[src/rtl/eth_filter_pkg.sv]
// Shared types and constants for the RX destination-address filter.
// Holds the FIFO entry layout, output FSM states and header constants.
package eth_filter_pkg;

  localparam logic [47:0] BCAST_ADDR = 48'hFFFF_FFFF_FFFF;
  localparam int          HDR_BYTES  = 6;
  localparam int          DEC_DEPTH  = 2;

  typedef enum logic [1:0] {
    ST_WAIT,
    ST_PASS,
    ST_DISCARD
  } out_state_e;

  typedef struct packed {
    logic [7:0] data;
    logic       last;
    logic       user;
  } fifo_entry_t;

  localparam int ENTRY_W = $bits(fifo_entry_t);

endpackage

[src/rtl/eth_sync_fifo.sv]
// Single-clock show-ahead FIFO with registered full/empty flags.
// Ports: push/din write, pop/dout read (dout valid when !empty), full, empty.
module eth_sync_fifo #(
  parameter int WIDTH = 10,
  parameter int DEPTH = 16
) (
  input  logic             clk,
  input  logic             rst_n,
  input  logic             push,
  input  logic [WIDTH-1:0] din,
  input  logic             pop,
  output logic [WIDTH-1:0] dout,
  output logic             full,
  output logic             empty
);

  localparam int AW = (DEPTH > 1) ? $clog2(DEPTH) : 1;

  logic [WIDTH-1:0] mem [DEPTH];
  logic [AW-1:0]    wr_ptr;
  logic [AW-1:0]    rd_ptr;
  logic [AW:0]      count;
  logic [AW:0]      count_nxt;
  logic             do_push;
  logic             do_pop;

  assign do_push   = push & ~full;
  assign do_pop    = pop & ~empty;
  assign count_nxt = count + {{AW{1'b0}}, do_push}
                           - {{AW{1'b0}}, do_pop};
  assign dout      = mem[rd_ptr];

  always_ff @(posedge clk) begin
    if (do_push) mem[wr_ptr] <= din;
  end

  always_ff @(posedge clk or negedge rst_n) begin
    if (!rst_n) begin
      wr_ptr <= '0;
      rd_ptr <= '0;
      count  <= '0;
      full   <= 1'b0;
      empty  <= 1'b1;
    end else begin
      if (do_push) wr_ptr <= wr_ptr + 1'b1;
      if (do_pop)  rd_ptr <= rd_ptr + 1'b1;
      count <= count_nxt;
      full  <= (count_nxt == (AW+1)'(DEPTH));
      empty <= (count_nxt == '0);
    end
  end

endmodule

[src/rtl/eth_rx_addr_filter.sv]
// Destination-MAC filter: buffers bytes, decides on byte 5, forwards or drops.
// Ports: s_axis in, m_axis out (registered), cfg_* modes, stat_* counters.
module eth_rx_addr_filter
  import eth_filter_pkg::*;
#(
  parameter int CNT_WIDTH  = 16,
  parameter int FIFO_DEPTH = 16
) (
  input  logic                 clk,
  input  logic                 rst_n,
  input  logic [7:0]           s_axis_tdata,
  input  logic                 s_axis_tvalid,
  input  logic                 s_axis_tlast,
  input  logic                 s_axis_tuser,
  output logic [7:0]           m_axis_tdata,
  output logic                 m_axis_tvalid,
  output logic                 m_axis_tlast,
  output logic                 m_axis_tuser,
  input  logic [47:0]          cfg_mac_addr,
  input  logic                 cfg_promisc,
  input  logic                 cfg_allow_bcast,
  input  logic                 cfg_allow_mcast,
  output logic [CNT_WIDTH-1:0] stat_accept_cnt,
  output logic [CNT_WIDTH-1:0] stat_drop_cnt,
  output logic [CNT_WIDTH-1:0] stat_runt_cnt
);

  localparam logic [2:0] IDX_SAT  = 3'(HDR_BYTES);
  localparam logic [2:0] LAST_HDR = 3'(HDR_BYTES - 1);

  logic [2:0]  idx;
  logic [47:0] mac_q;
  logic        promisc_q, bcast_q, mcast_q;
  logic        uc_q, bc_q, mc_q;
  logic        first;
  logic [47:0] mac_cur, mac_sh;
  logic        promisc_cur, bcast_cur, mcast_cur;
  logic        uc_n, bc_n, mc_n;
  logic        accept, decide, runt;

  // Byte 0 compares against live cfg, which is latched on that same edge.
  assign first       = (idx == 3'd0);
  assign mac_cur     = first ? cfg_mac_addr    : mac_q;
  assign promisc_cur = first ? cfg_promisc     : promisc_q;
  assign bcast_cur   = first ? cfg_allow_bcast : bcast_q;
  assign mcast_cur   = first ? cfg_allow_mcast : mcast_q;
  assign mac_sh      = mac_cur << {idx, 3'b000};

  assign uc_n = (s_axis_tdata == mac_sh[47:40]) & (first | uc_q);
  assign bc_n = (s_axis_tdata == BCAST_ADDR[7:0]) & (first | bc_q);
  assign mc_n = first ? s_axis_tdata[0] : mc_q;

  assign accept = promisc_cur | uc_n | (bc_n & bcast_cur)
                | (mc_n & ~bc_n & mcast_cur);
  assign decide = s_axis_tvalid & (idx == LAST_HDR);
  assign runt   = s_axis_tvalid & s_axis_tlast & (idx < LAST_HDR);

  always_ff @(posedge clk or negedge rst_n) begin
    if (!rst_n) begin
      idx       <= '0;
      mac_q     <= '0;
      promisc_q <= 1'b0;
      bcast_q   <= 1'b0;
      mcast_q   <= 1'b0;
      uc_q      <= 1'b0;
      bc_q      <= 1'b0;
      mc_q      <= 1'b0;
    end else if (s_axis_tvalid) begin
      if (first) begin
        mac_q     <= cfg_mac_addr;
        promisc_q <= cfg_promisc;
        bcast_q   <= cfg_allow_bcast;
        mcast_q   <= cfg_allow_mcast;
      end
      if (idx < IDX_SAT) begin
        uc_q <= uc_n;
        bc_q <= bc_n;
        mc_q <= mc_n;
      end
      if (s_axis_tlast)         idx <= '0;
      else if (idx != IDX_SAT)  idx <= idx + 3'd1;
    end
  end

  logic                   data_push, data_pop, data_full, data_empty;
  fifo_entry_t            din_e, dout_e;
  logic [ENTRY_W-1:0]     dout_raw;

  assign din_e     = '{data: s_axis_tdata,
                       last: s_axis_tlast,
                       user: s_axis_tuser};
  assign data_push = s_axis_tvalid & ~data_full;
  assign dout_e    = fifo_entry_t'(dout_raw);

  eth_sync_fifo #(.WIDTH(ENTRY_W), .DEPTH(FIFO_DEPTH)) u_data_fifo (
    .clk   (clk),
    .rst_n (rst_n),
    .push  (data_push),
    .din   (din_e),
    .pop   (data_pop),
    .dout  (dout_raw),
    .full  (data_full),
    .empty (data_empty)
  );

  logic       dec_push, dec_pop, dec_full, dec_empty;
  logic [0:0] dec_din, dec_dout;
  logic       last_dec_q;

  assign dec_push = decide | runt;
  assign dec_din  = decide & accept;

  eth_sync_fifo #(.WIDTH(1), .DEPTH(DEC_DEPTH)) u_dec_fifo (
    .clk   (clk),
    .rst_n (rst_n),
    .push  (dec_push),
    .din   (dec_din),
    .pop   (dec_pop),
    .dout  (dec_dout),
    .full  (dec_full),
    .empty (dec_empty)
  );

  out_state_e state;

  assign data_pop = (state != ST_WAIT) & ~data_empty;
  assign dec_pop  = data_pop & dout_e.last;

  // With two decisions queued, the one behind the head is the latest push,
  // so the next frame can start without a WAIT bubble.
  always_ff @(posedge clk or negedge rst_n) begin
    if (!rst_n) begin
      last_dec_q <= 1'b0;
    end else if (dec_push & ~dec_full) begin
      last_dec_q <= dec_din[0];
    end
  end

  always_ff @(posedge clk or negedge rst_n) begin
    if (!rst_n) begin
      state         <= ST_WAIT;
      m_axis_tdata  <= '0;
      m_axis_tvalid <= 1'b0;
      m_axis_tlast  <= 1'b0;
      m_axis_tuser  <= 1'b0;
    end else begin
      m_axis_tdata  <= '0;
      m_axis_tvalid <= 1'b0;
      m_axis_tlast  <= 1'b0;
      m_axis_tuser  <= 1'b0;
      unique case (state)
        ST_WAIT: begin
          if (!dec_empty)
            state <= dec_dout[0] ? ST_PASS : ST_DISCARD;
        end
        ST_PASS, ST_DISCARD: begin
          if (data_pop) begin
            if (state == ST_PASS) begin
              m_axis_tdata  <= dout_e.data;
              m_axis_tvalid <= 1'b1;
              m_axis_tlast  <= dout_e.last;
              m_axis_tuser  <= dout_e.user;
            end
            if (dout_e.last) begin
              if (dec_full)
                state <= last_dec_q ? ST_PASS : ST_DISCARD;
              else
                state <= ST_WAIT;
            end
          end
        end
        default: state <= ST_WAIT;
      endcase
    end
  end

  always_ff @(posedge clk or negedge rst_n) begin
    if (!rst_n) begin
      stat_accept_cnt <= '0;
      stat_drop_cnt   <= '0;
      stat_runt_cnt   <= '0;
    end else begin
      if (decide & accept & ~&stat_accept_cnt)
        stat_accept_cnt <= stat_accept_cnt + CNT_WIDTH'(1);
      if (decide & ~accept & ~&stat_drop_cnt)
        stat_drop_cnt <= stat_drop_cnt + CNT_WIDTH'(1);
      if (runt & ~&stat_runt_cnt)
        stat_runt_cnt <= stat_runt_cnt + CNT_WIDTH'(1);
    end
  end

endmodule

[config.mk]
export PLATFORM = sky130hd
export DESIGN_NAME = eth_rx_addr_filter
export DESIGN_NICKNAME = d
export VERILOG_FILES = /design/src/rtl/eth_filter_pkg.sv /design/src/rtl/eth_sync_fifo.sv /design/src/rtl/eth_rx_addr_filter.sv
export SDC_FILE = /design/constraint.sdc
export NUM_CORES = 1
export LEC_CHECK = 0
export CORE_UTILIZATION = 64
export DETAILED_ROUTE_END_ITERATION = 16
export DONT_BUFFER_PORTS = 1
export GPL_TIMING_DRIVEN = 0
export PLACE_DENSITY = 0.91
export SYNTH_ARGS = -nofsm -noshare
export SYNTH_HDL_FRONTEND = slang
export SYNTH_HIERARCHICAL = 1
export SYNTH_SLANG_ARGS = --single-unit
[constraint.sdc]
create_clock -name clk -period 4.8 [get_ports clk]
set_clock_uncertainty 0.2 [all_clocks]
set_input_delay 0.96 -clock clk [delete_from_list [all_inputs] [get_ports clk]]
set_output_delay 0.96 -clock clk [all_outputs]
set_load 0.01 [all_outputs]
==> run metrics, run 1 <==
outcome finished, final reports clean; worst vdd rail ir drop roughly 0.53 mV; Final Hold Slack 0.0714 ns; Clk pin slew, worst setup/hold paths roughly 0.06 ns; Residual DRC 0; Hold Path Class input port to async pin; Final Hold Viols 0; top cell type's share of synthesized area 0.361; Critical Path Start Type register; largest net degree at the start of global routing 139; Final Wtd Congestion 0.941; reg-to-reg endpoint stat_accept_cnt[12]; die area 0.0216 mm2; CTS Hold Buffers Added 1; #FFs+latches synth 302; Synth area leaders edfxtp_1 (36%), dfrtp_1 (26%), mux2_2 (5.6%); WP buf/inv 3; f_max 221 MHz; most frequent cells in the layout edfxtp_1 (162), dfrtp_1 (138), mux2_2 (67), xnor2_1 (50), nand2_1 (48); initial core utilization 0.660; n_diodes 0; GRT overflow 0; CTS tree done; core region area 0.0204 mm2; I/O pin count 123; unique cell type count in the Yosys netlist 67; worst endpoint data arrival time 4.74 ns; setup violators final 0; Horiz. Die Dim 147 um; WL final roughly 30000 um; CP top delay family simple AND/OR/NAND/NOR gates; most common cell after layout, fill and taps aside edfxtp_1; NumNets Final 1001; Worst R2R Setup Slack 0.27 ns; number of enable flip-flop cells after synthesis 162; Gates resized, CTS repair 0; Tcrit/Tclk final 0.944; critical path type register to register; maxcap violations 0; Multi-input gate area 0.00468 mm2; worst skew pair latency 0.55 ns; post-synth top area cell edfxtp_1; Die Span Y 147 um; clock sinks 302; FILL cells around 1200; Area Overhead vs Synth 9.67%; Max Root-Sink Buffers 3; H-tree levels 1; Pins Over Slew Limit 0; sequential fraction of the synthesis area 0.621; Num CTS Buffers 30; setup_tns 0 ns; first-pass GRT wire length ~45000 um; setup repair bufs after CTS 0; Detailed Routing Iterations Pass 1 5; Cells after Synth roughly 880; Worst-Margin Slew 1.14 ns; Syn Std Cell Area approximately 0.013 mm2; Sequential Area 0.00837 mm2; Final Critical Period 4.53 ns; Port Buf Inserts 0; Slew headroom 0.234; vias per cell approximately 6.5; async set-or-reset flop fraction in the synthesized netlist 0.464; clk root buf clkbuf_16; row count 52; RSZ-0062 raised after global routing no; WL/cell 24.3 um; WP data required 5.01 ns; antenna violations before repair 1; post-DP HPWL about 19000 um; via count 7893; Crit. End Element register; Slowest Stage Delay on Critical Path 0.50 ns; Total GRT Usage 0.275; syn_nets 967; vias in the first global route 8160; layout cells sized above 1 0.197; Detail Route Antenna Nets 0; DRT iter0 DRCs 732; Power Density 549 mW/mm2; crit-path cells clkbuf_8, inv_1, ha_1, buf_6, mux2_2, o21ai_1, a211oi_1, a211o_2, nor4b_1, nand4_2, and2_4, nor4_2, mux2_1; cells on worst reg2reg path 13; P_leak 5.73 nW; critical path's slowest cell nor4b_1; CP Max Fanout 10; ys flop type edfxtp_1; Syn Area/Cell 15.3 um2; Syn. warnings 6; R2R Path Start idx[0]; Final Total Pwr between 8 and 9 mW
stage by stage:
| step | cells | setup WS [ns] | instance area (um2) | utilization |
|---|---|---|---|---|
| floorplan | 881 | 1.10 | 13500 | - |
| global placement | 1151 | 0.566 | 13800 | 0.676 |
| detailed placement | 1152 | 0.448 | 13800 | 0.677 |
| CTS | 1208 | 0.366 | 14800 | 0.723 |
| global route | 1208 | 0.221 | 14800 | 0.724 |
| finish | 1208 | 0.269 | 14800 | 0.724 |
worst reg2reg max path, cell delays in order (launching register included):
cell and delay (ns):
dfrtp_1 0.41, clkbuf_8 0.18, inv_1 0.30, ha_1 0.35, buf_6 0.19, mux2_2 0.35
o21ai_1 0.23, a211oi_1 0.11, a211o_2 0.32, nor4b_1 0.50, nand4_2 0.31, and2_4 0.29
nor4_2 0.28, mux2_1 0.37
synthesized netlist by cell type, types with 2 or more instances:
cell	number
buf_8	2
mux4_2	25
mux4_1	19
buf_6	9
clkbuf_8	6
nor2_1	27
and3_1	17
nor3_1	9
nor4_1	4
dfrtp_1	138
nor4b_1	2
nand2b_1	6
o21a_1	2
buf_2	7
o21ai_0	18
edfxtp_1	162
and4_1	4
nor3_2	2
nand2_1	48
a211oi_1	2
o211ai_1	3
mux2_2	67
nand3_1	18
xnor2_1	50
o22ai_1	3
nor2b_1	9
a22oi_1	21
and3b_1	4
nand4_1	26
buf_12	2
and2_1	17
dfstp_2	2
a21oi_1	10
a2111oi_0	4
or3_2	3
and3_2	2
inv_1	24
xor2_1	10
clkbuf_1	13
buf_1	5
a31oi_1	9
ha_1	21
mux2i_1	24
a2111oi_4	2
power breakdown:
group / leakage (nW) / internal, mW / total (mW) / switching, mW
Clock: 0.442 / 1.25 / 2.19 / 0.939
Sequential: 3.24 / 3.18 / 3.44 / 0.266
Combinational: 2.05 / 1.13 / 2.48 / 1.35
logic make-up (layout without fill, tap and decap cells):
logic type,after synthesis,after routing,share of synthesized area
buffers and inverters,68,125,0.0331
AND/OR/NAND/NOR,205,205,0.0841
adder cells (fa/ha/maj),22,22,0.0210
AO/OA/AOI/OAI,88,88,0.0483
flip-flops,302,302,0.621
multiplexers,136,136,0.153
XOR/XNOR,60,60,0.0390
final cells by class:
type                       instances  area share
buffer                            44      0.0241
clock buffer                      44      0.0565
clock inverter                    11     0.00550
inverter                          24     0.00609
multi-input combinational        511       0.316
sequential                       302       0.566
tap                              270      0.0229
timing repair buffer               2     0.00237
per-layer routing:
| metal | routed length, um | GRT usage | vias up |
|---|---|---|---|
| met5 | 0 | 0 | - |
| met4 | 1160 | 0.118 | 0 |
| met3 | 2740 | 0.0696 | 90 |
| met2 | 14200 | 0.449 | 446 |
| met1 | 11200 | 0.353 | 3948 |
| li1 | - | - | 3409 |
sequential cells by signal, indices dropped and copies added (netlist names), 2 cells and up:
name	count
u_data_fifo/count	5
mac_q	48
stat_runt_cnt	16
idx	3
u_data_fifo/rd_ptr	4
u_data_fifo/mem	160
stat_accept_cnt	16
stat_drop_cnt	16
m_axis_tdata	8
state	2
u_dec_fifo/count	2
u_data_fifo/wr_ptr	4
u_dec_fifo/mem	2
worst max-delay path by stage:
| stage | start | end | slack (ns) | cells past startpoint |
|---|---|---|---|---|
| after floorplan | s_axis_tvalid | u_data_fifo/empty | 1.10 | 14 |
| after global placement | idx[0] | stat_accept_cnt[12] | 0.57 | 13 |
| after detailed placement | idx[0] | stat_accept_cnt[12] | 0.45 | 13 |
| after CTS | idx[0] | stat_accept_cnt[12] | 0.37 | 13 |
| after global routing | idx[0] | stat_accept_cnt[12] | 0.22 | 13 |
| final | idx[0] | stat_accept_cnt[12] | 0.27 | 13 |
No activity file was read; power rests on OpenSTA's default activity.
==> run 2, diff against run 1 <==
- CELL_PAD_IN_SITES_DETAIL_PLACEMENT: default -> 1
- CELL_PAD_IN_SITES_GLOBAL_PLACEMENT: default -> 2
- CORE_UTILIZATION: 64 -> 46
- PLACE_DENSITY: 0.91 -> 0.9
==> run metrics, run 2 (synthesized netlist as in run 1, its figures left out) <==
Worst-Margin Slew 1.16 ns (+0.0148 ns); outcome finished, final reports clean; cells on worst reg2reg path 13 (unchanged); DR top layer met5; R2R Path Start idx[0]; Power Density 564 mW/mm2 (+2.7%); WL/cell 24.4 um (+0.49%); crit-path cells clkbuf_8, inv_1, ha_1, buf_6, and3b_1, a2111oi_0, nor4_1, o22ai_1, nor4b_1, nand4_2, and2_4, nor4_2, mux2_1; most common cell after layout, fill and taps aside edfxtp_1; Gates resized, CTS repair 0 (unchanged); Util after Layout 0.527 (-0.197); post-route cell area 0.0152 mm2 (+2.5%); via count 7745 (-1.9%); most frequent cells in the layout edfxtp_1 (162), dfrtp_1 (138), mux2_2 (67), xnor2_1 (50), nand2_1 (48); critical path's slowest cell nor4_1; critical path type register to register; Clk pin slew, worst setup/hold paths 0.06 ns (about the same); Num CTS Buffers 34 (+13%); Crit. End Element register; Tcrit/Tclk final 0.918 (-0.0265); Reg with most FFs u_data_fifo/mem; CTS tree done; CTS Hold Buffers Added 1 (unchanged); reg-to-reg endpoint stat_accept_cnt[12]; H-tree levels 2 (+1); GRT overflow 0 (unchanged); Slowest Stage Delay on Critical Path 0.60 ns (+0.10 ns); I/O pin count 123 (unchanged); die area 0.0300 mm2 (+39%); Area Overhead vs Synth 12.4%; Horiz. Die Dim 173 um (+18%); Total GRT Usage 0.221 (-0.0542); placed cell areas 0.0140 mm2 (+1.1%); Final Critical Period 4.40 ns (-0.127 ns); Final Wtd Congestion 0.772 (-18%); clock sinks 302 (unchanged); WL final 32400 um (+11%); post-DP HPWL 21400 um (+16%); Hold Path Class input port to async pin; Max Root-Sink Buffers 3 (unchanged); setup violators final 0 (unchanged); WL met3 1980 um (-28%); setup repair bufs after CTS 0 (unchanged); largest net degree at the start of global routing 139 (unchanged); WL met2 16200 um (+14%); P_leak 5.85 nW (+2.1%); f_max 227 MHz (+2.9%); Final Total Pwr 8.55 mW (+5.3%); Pins Over Slew Limit 0 (unchanged); Critical Path Start Type register; maxcap violations 0 (unchanged); layout cells sized above 1 0.210 (+0.0125); Final Hold Viols 0 (unchanged); WP data required 4.98 ns (-0.03 ns); core region area 0.0288 mm2 (+41%); clk root buf clkbuf_16; DRT iter0 DRCs 456 (-38%); vias in the first global route 8519 (+4.4%); Die Span Y 173 um (+18%); Port Buf Inserts 0 (unchanged); antenna violations before repair 3 (+2); row count 62 (+19%); vias per cell 5.83 (-11%); first-pass GRT wire length 50500 um (+12%); max reg flops 160 (unchanged); worst skew pair latency 0.51 ns (-0.04 ns); worst vdd rail ir drop 0.310 mV (-41%); CP Max Fanout 10 (unchanged); WL met1 13300 um (+18%); RSZ-0062 raised after global routing no; Slew headroom 0.224 (-0.00991); NumNets Final 1004 (+0.30%); setup_tns 0 ns (unchanged); Detail Route Antenna Nets 0 (unchanged); Worst R2R Setup Slack 0.40 ns (+0.13 ns); Largest regs u_data_fifo/mem (160), mac_q (48); Detailed Routing Iterations Pass 1 5 (unchanged); initial core utilization 0.468 (-0.191); worst endpoint data arrival time 4.59 ns (-0.15 ns); Residual DRC 0 (unchanged)
## run 2: cell count changes in the layout (fill, tap and decap cells not counted), sizes merged
| cell | previous run | this run |
|---|---|---|
| clkinv | 8 | 14 |
| clkinvlp | 2 | 1 |
| inv | 24 | 26 |
| clkbuf | 63 | 62 |
| bufinv | 1 | 2 |
| diode | 0 | 1 |
| buf | 27 | 26 |
## run 2: layout make-up
class	instances	area (um2)
Antenna cell	1	2.50
Buffer	44	357
Fill cell	2699	13600
Timing Repair Buffer	1	27.5
Clock buffer	43	998
Sequential cell	302	8370
Inverter	24	90.1
Clock inverter	19	149
Tap cell	384	480
Multi-Input combinational cell	511	4680
## run 2: worst max-delay path: cells and delay by family, from the launching register on
family	cells	cell delay (ns)
buffers and inverters	3	0.70
AOI/OAI and AO/OA	2	0.26
and+or+nand+nor	6	2.02
adders and majority gates	1	0.33
DFF	1	0.40
muxes	1	0.37
## run 2: metrics by stage
stage / setup slack, ns / instances / hold slack, ns
5_1_grt: 0.195 / 1329 / 0.0694
6_report: 0.396 / 1329 / 0.0905
3_5_place_dp: 0.431 / 1265 / 0.274
2_1_floorplan: 1.10 / 881 / 0.250
3_3_place_gp: 0.554 / 1265 / 0.269
4_1_cts: 0.414 / 1328 / 0.0738
## run 2: routing by layer
layer  vias up  global-route usage
met4         4              0.0774
met5         -                   0
li1       3417                   -
met3        64              0.0484
met1      4005               0.280
met2       255               0.375
## run 2: power breakdown
part	leakage (nW)	total (mW)	switching [mW]	internal [mW]
sequential	3.24	3.45	0.266	3.18
clock	0.567	2.61	1.03	1.58
combinational	2.04	2.49	1.36	1.13
## run 2: worst max path at each step
stage	depth (start not counted)	startpoint	to
after global routing	13	idx[0]	stat_accept_cnt[12]
final	13	idx[0]	stat_accept_cnt[12]
after floorplan	14	s_axis_tvalid	u_data_fifo/empty
after detailed placement	13	idx[0]	stat_accept_cnt[12]
after CTS	13	idx[0]	stat_accept_cnt[12]
after global placement	13	idx[0]	stat_accept_cnt[12]
==> run 3, diff against run 2 <==
- SYNTH_HIERARCHICAL: 1 -> default
==> run metrics, run 3 <==
P_leak 5.68 nW (-2.9%); outcome finished, final reports clean; vias in the first global route 8343 (-2.1%); Slowest Stage Delay on Critical Path 0.40 ns (-0.20 ns); I/O pin count 123 (unchanged); Post-synth top cells edfxtp_1 (162), dfrtp_1 (138), mux2_2 (62); Crit. End Element register; WL/cell 23.8 um (-2.6%); worst endpoint data arrival time 4.67 ns (+0.08 ns); post-DP HPWL 20400 um (-4.9%); syn_nets 955 (-1.2%); Detailed Routing Iterations Pass 1 4 (-1); maxcap violations 0 (unchanged); NumNets Final 992 (-1.2%); Area Overhead vs Synth 11.9%; Detail Route Antenna Nets 0 (unchanged); Final Hold Viols 0 (unchanged); Horiz. Die Dim 172 um (-0.96%); Syn Area/Cell 15.2 um2 (-0.46%); worst vdd rail ir drop 0.332 mV (+7.1%); Final Critical Period 4.49 ns (+0.0885 ns); switch share 0.308 (-0.00353); number of enable flip-flop cells after synthesis 162 (unchanged); sequential fraction of the synthesis area 0.633 (+0.0122); Cells after Synth 868 (-1.5%); setup repair bufs after CTS 0 (unchanged); top-count cell post-synth edfxtp_1; Final Total Pwr 8.21 mW (-4.0%); CTS tree done; Largest regs u_data_fifo.mem (160), mac_q (48); clock sinks 302 (unchanged); Syn. warnings 0 (-6); WP buf/inv 6 (+3); placed cell areas 0.0137 mm2 (-2.1%); Final Wtd Congestion 0.762 (-1.3%); R2R Path Start idx[0]; Reg with most FFs u_data_fifo.mem; Total GRT Usage 0.221 (-0.000346); critical path type register to register; die area 0.0294 mm2 (-1.9%); origin of the worst setup path idx[0]; setup ws final 0.307 ns (-0.0885 ns); CP top delay family buffers and inverters; post-synth top area cell edfxtp_1; Die Span Y 172 um (-0.96%); clk root buf clkbuf_16; top cell type's share of synthesized area 0.368 (+0.00711); antenna violations before repair 1 (-2); max reg flops 160 (unchanged); async set-or-reset flop fraction in the synthesized netlist 0.464 (unchanged); worst slack, placed -0.159 ns (-0.590 ns); crit-path cells clkbuf_2, buf_2, inv_1, ha_1, buf_2, clkbuf_4, mux2i_1, o22ai_1, a211oi_2, mux2i_1, and4_1, a31oi_2, buf_4, nor4_2, mux2_2; post-route insts no fill 1308 (-1.6%); Slew headroom 0.332 (+0.108); Num CTS Buffers 34 (unchanged); Tcrit/Tclk final 0.936 (+0.0184); Residual DRC 0 (unchanged); Syn Std Cell Area 0.0132 mm2 (-1.9%); critical path's slowest cell dfrtp_1; most common cell after layout, fill and taps aside edfxtp_1; #FFs+latches synth 302 (unchanged); H-tree levels 2 (unchanged); Hold Path Class input port to async pin; switching power 2.52 mW (-5.1%); via count 7541 (-2.6%); WL final 31100 um (-4.2%); DP Cell Count 1246 (-1.5%); Port Buf Inserts 0 (unchanged); vias per cell 5.77 (-1.1%); Worst-Margin Slew 0.994 ns (-0.165 ns); post-route cell area 0.0148 mm2 (-2.4%); core region area 0.0280 mm2 (-2.7%); GRT overflow 0 (unchanged); layout cells sized above 1 0.195 (-0.0151); Critical Path Start Type register; worst skew pair latency 0.51 ns (about the same); RSZ-0062 raised after global routing no; Util after Layout 0.528 (+0.00160); Max Root-Sink Buffers 3 (unchanged); Clk pwr share 0.304 (-0.002); Pins Over Slew Limit 0 (unchanged); Power Density 555 mW/mm2 (-1.6%); n_diodes 0 (-1); Final Hold Slack 0.106 ns (+0.0156 ns); setup violators final 0 (unchanged); logic gate share of total power 0.278 (-0.013); most frequent cells in the layout edfxtp_1 (162), dfrtp_1 (138), mux2_2 (62), mux4_2 (43), xnor2_1 (43); CP Max Fanout 10 (unchanged); row count 61 (-1.6%); DRT iter0 DRCs 419 (-8.1%); first-pass GRT wire length 48300 um (-4.5%); Clk pin slew, worst setup/hold paths 0.06 ns (about the same); f_max 223 MHz (-2.0%); unique cell type count in the Yosys netlist 58 (-13%); setup_tns 0 ns (unchanged); Synth area leaders edfxtp_1 (37%), dfrtp_1 (26%), mux4_2 (7.3%); WP data required 4.98 ns (about the same); ys flop type edfxtp_1; Seq pwr share 0.419 (+0.016); initial core utilization 0.472 (+0.00357); largest net degree at the start of global routing 139 (unchanged); cell internal pwr 5.68 mW (-3.5%)
## run 3: cell types whose count changed after synthesis, moves of 10 or more
cell,before,now
mux2i_1,24,39
o21ai_0,18,7
nand2_1,48,34
mux4_2,25,43
a211oi_1,2,24
xor2_1,10,20
mux4_1,19,0
a22oi_1,21,1
## run 3: what timing repair did
action	CTS	global route
hold buffers	1	0
endpoints found under the setup margin	25	30
hold endpoints to repair	138	0
resized for setup	1	3
cloned	0	0
## run 3: layout make-up
class                           instances  area, um2
Buffer                                 40        185
Clock buffer                           44        920
Clock inverter                         17        143
Fill cell                            2687      13200
Inverter                               22       82.6
Multi-Input combinational cell        504       4590
Sequential cell                       302       8370
Tap cell                              378        473
Timing Repair Buffer                    1       27.5
## run 3: power groups by stage
stage	logic, mW	registers [mW]	clock network, mW
6_report	2.28	3.44	2.49
5_1_grt	2.49	3.48	2.62
4_1_cts	2.32	3.44	2.54
3_5_place_dp	2.24	3.48	0
3_3_place_gp	2.16	3.45	0
2_1_floorplan	1.69	3.40	0
## run 3: path summary, 6_finish.rpt
path                       slack [ns]  cells after the start                     to
min                              0.11                      0      u_data_fifo.empty
max reg2reg                      0.31                     15    stat_accept_cnt[12]
max in group asynchronous        3.51                      1  u_data_fifo.wr_ptr[2]
min reg2reg                      0.28                      1      u_dec_fifo.rd_ptr
max                              0.31                     15    stat_accept_cnt[12]
min in group clk                 0.28                      1      u_dec_fifo.rd_ptr
## run 3: cell families (layout without fill, tap and decap cells)
family | after synthesis | after routing | share of synthesized area
compound gates | 78 | 78 | 0.0428
mux | 144 | 144 | 0.156
xor+xnor | 63 | 63 | 0.0417
flops | 302 | 302 | 0.633
fa+ha+maj | 23 | 23 | 0.0223
simple gates | 196 | 196 | 0.0842
buf+inv | 62 | 124 | 0.0200
## run 3: routing by layer
metal  up-vias  wire length, um  global-route usage
met3        49             1950              0.0548
met2       191            15200               0.371
li1       3348                -                   -
met4         0              587              0.0594
met5         -                0                   0
met1      3953            13300               0.284
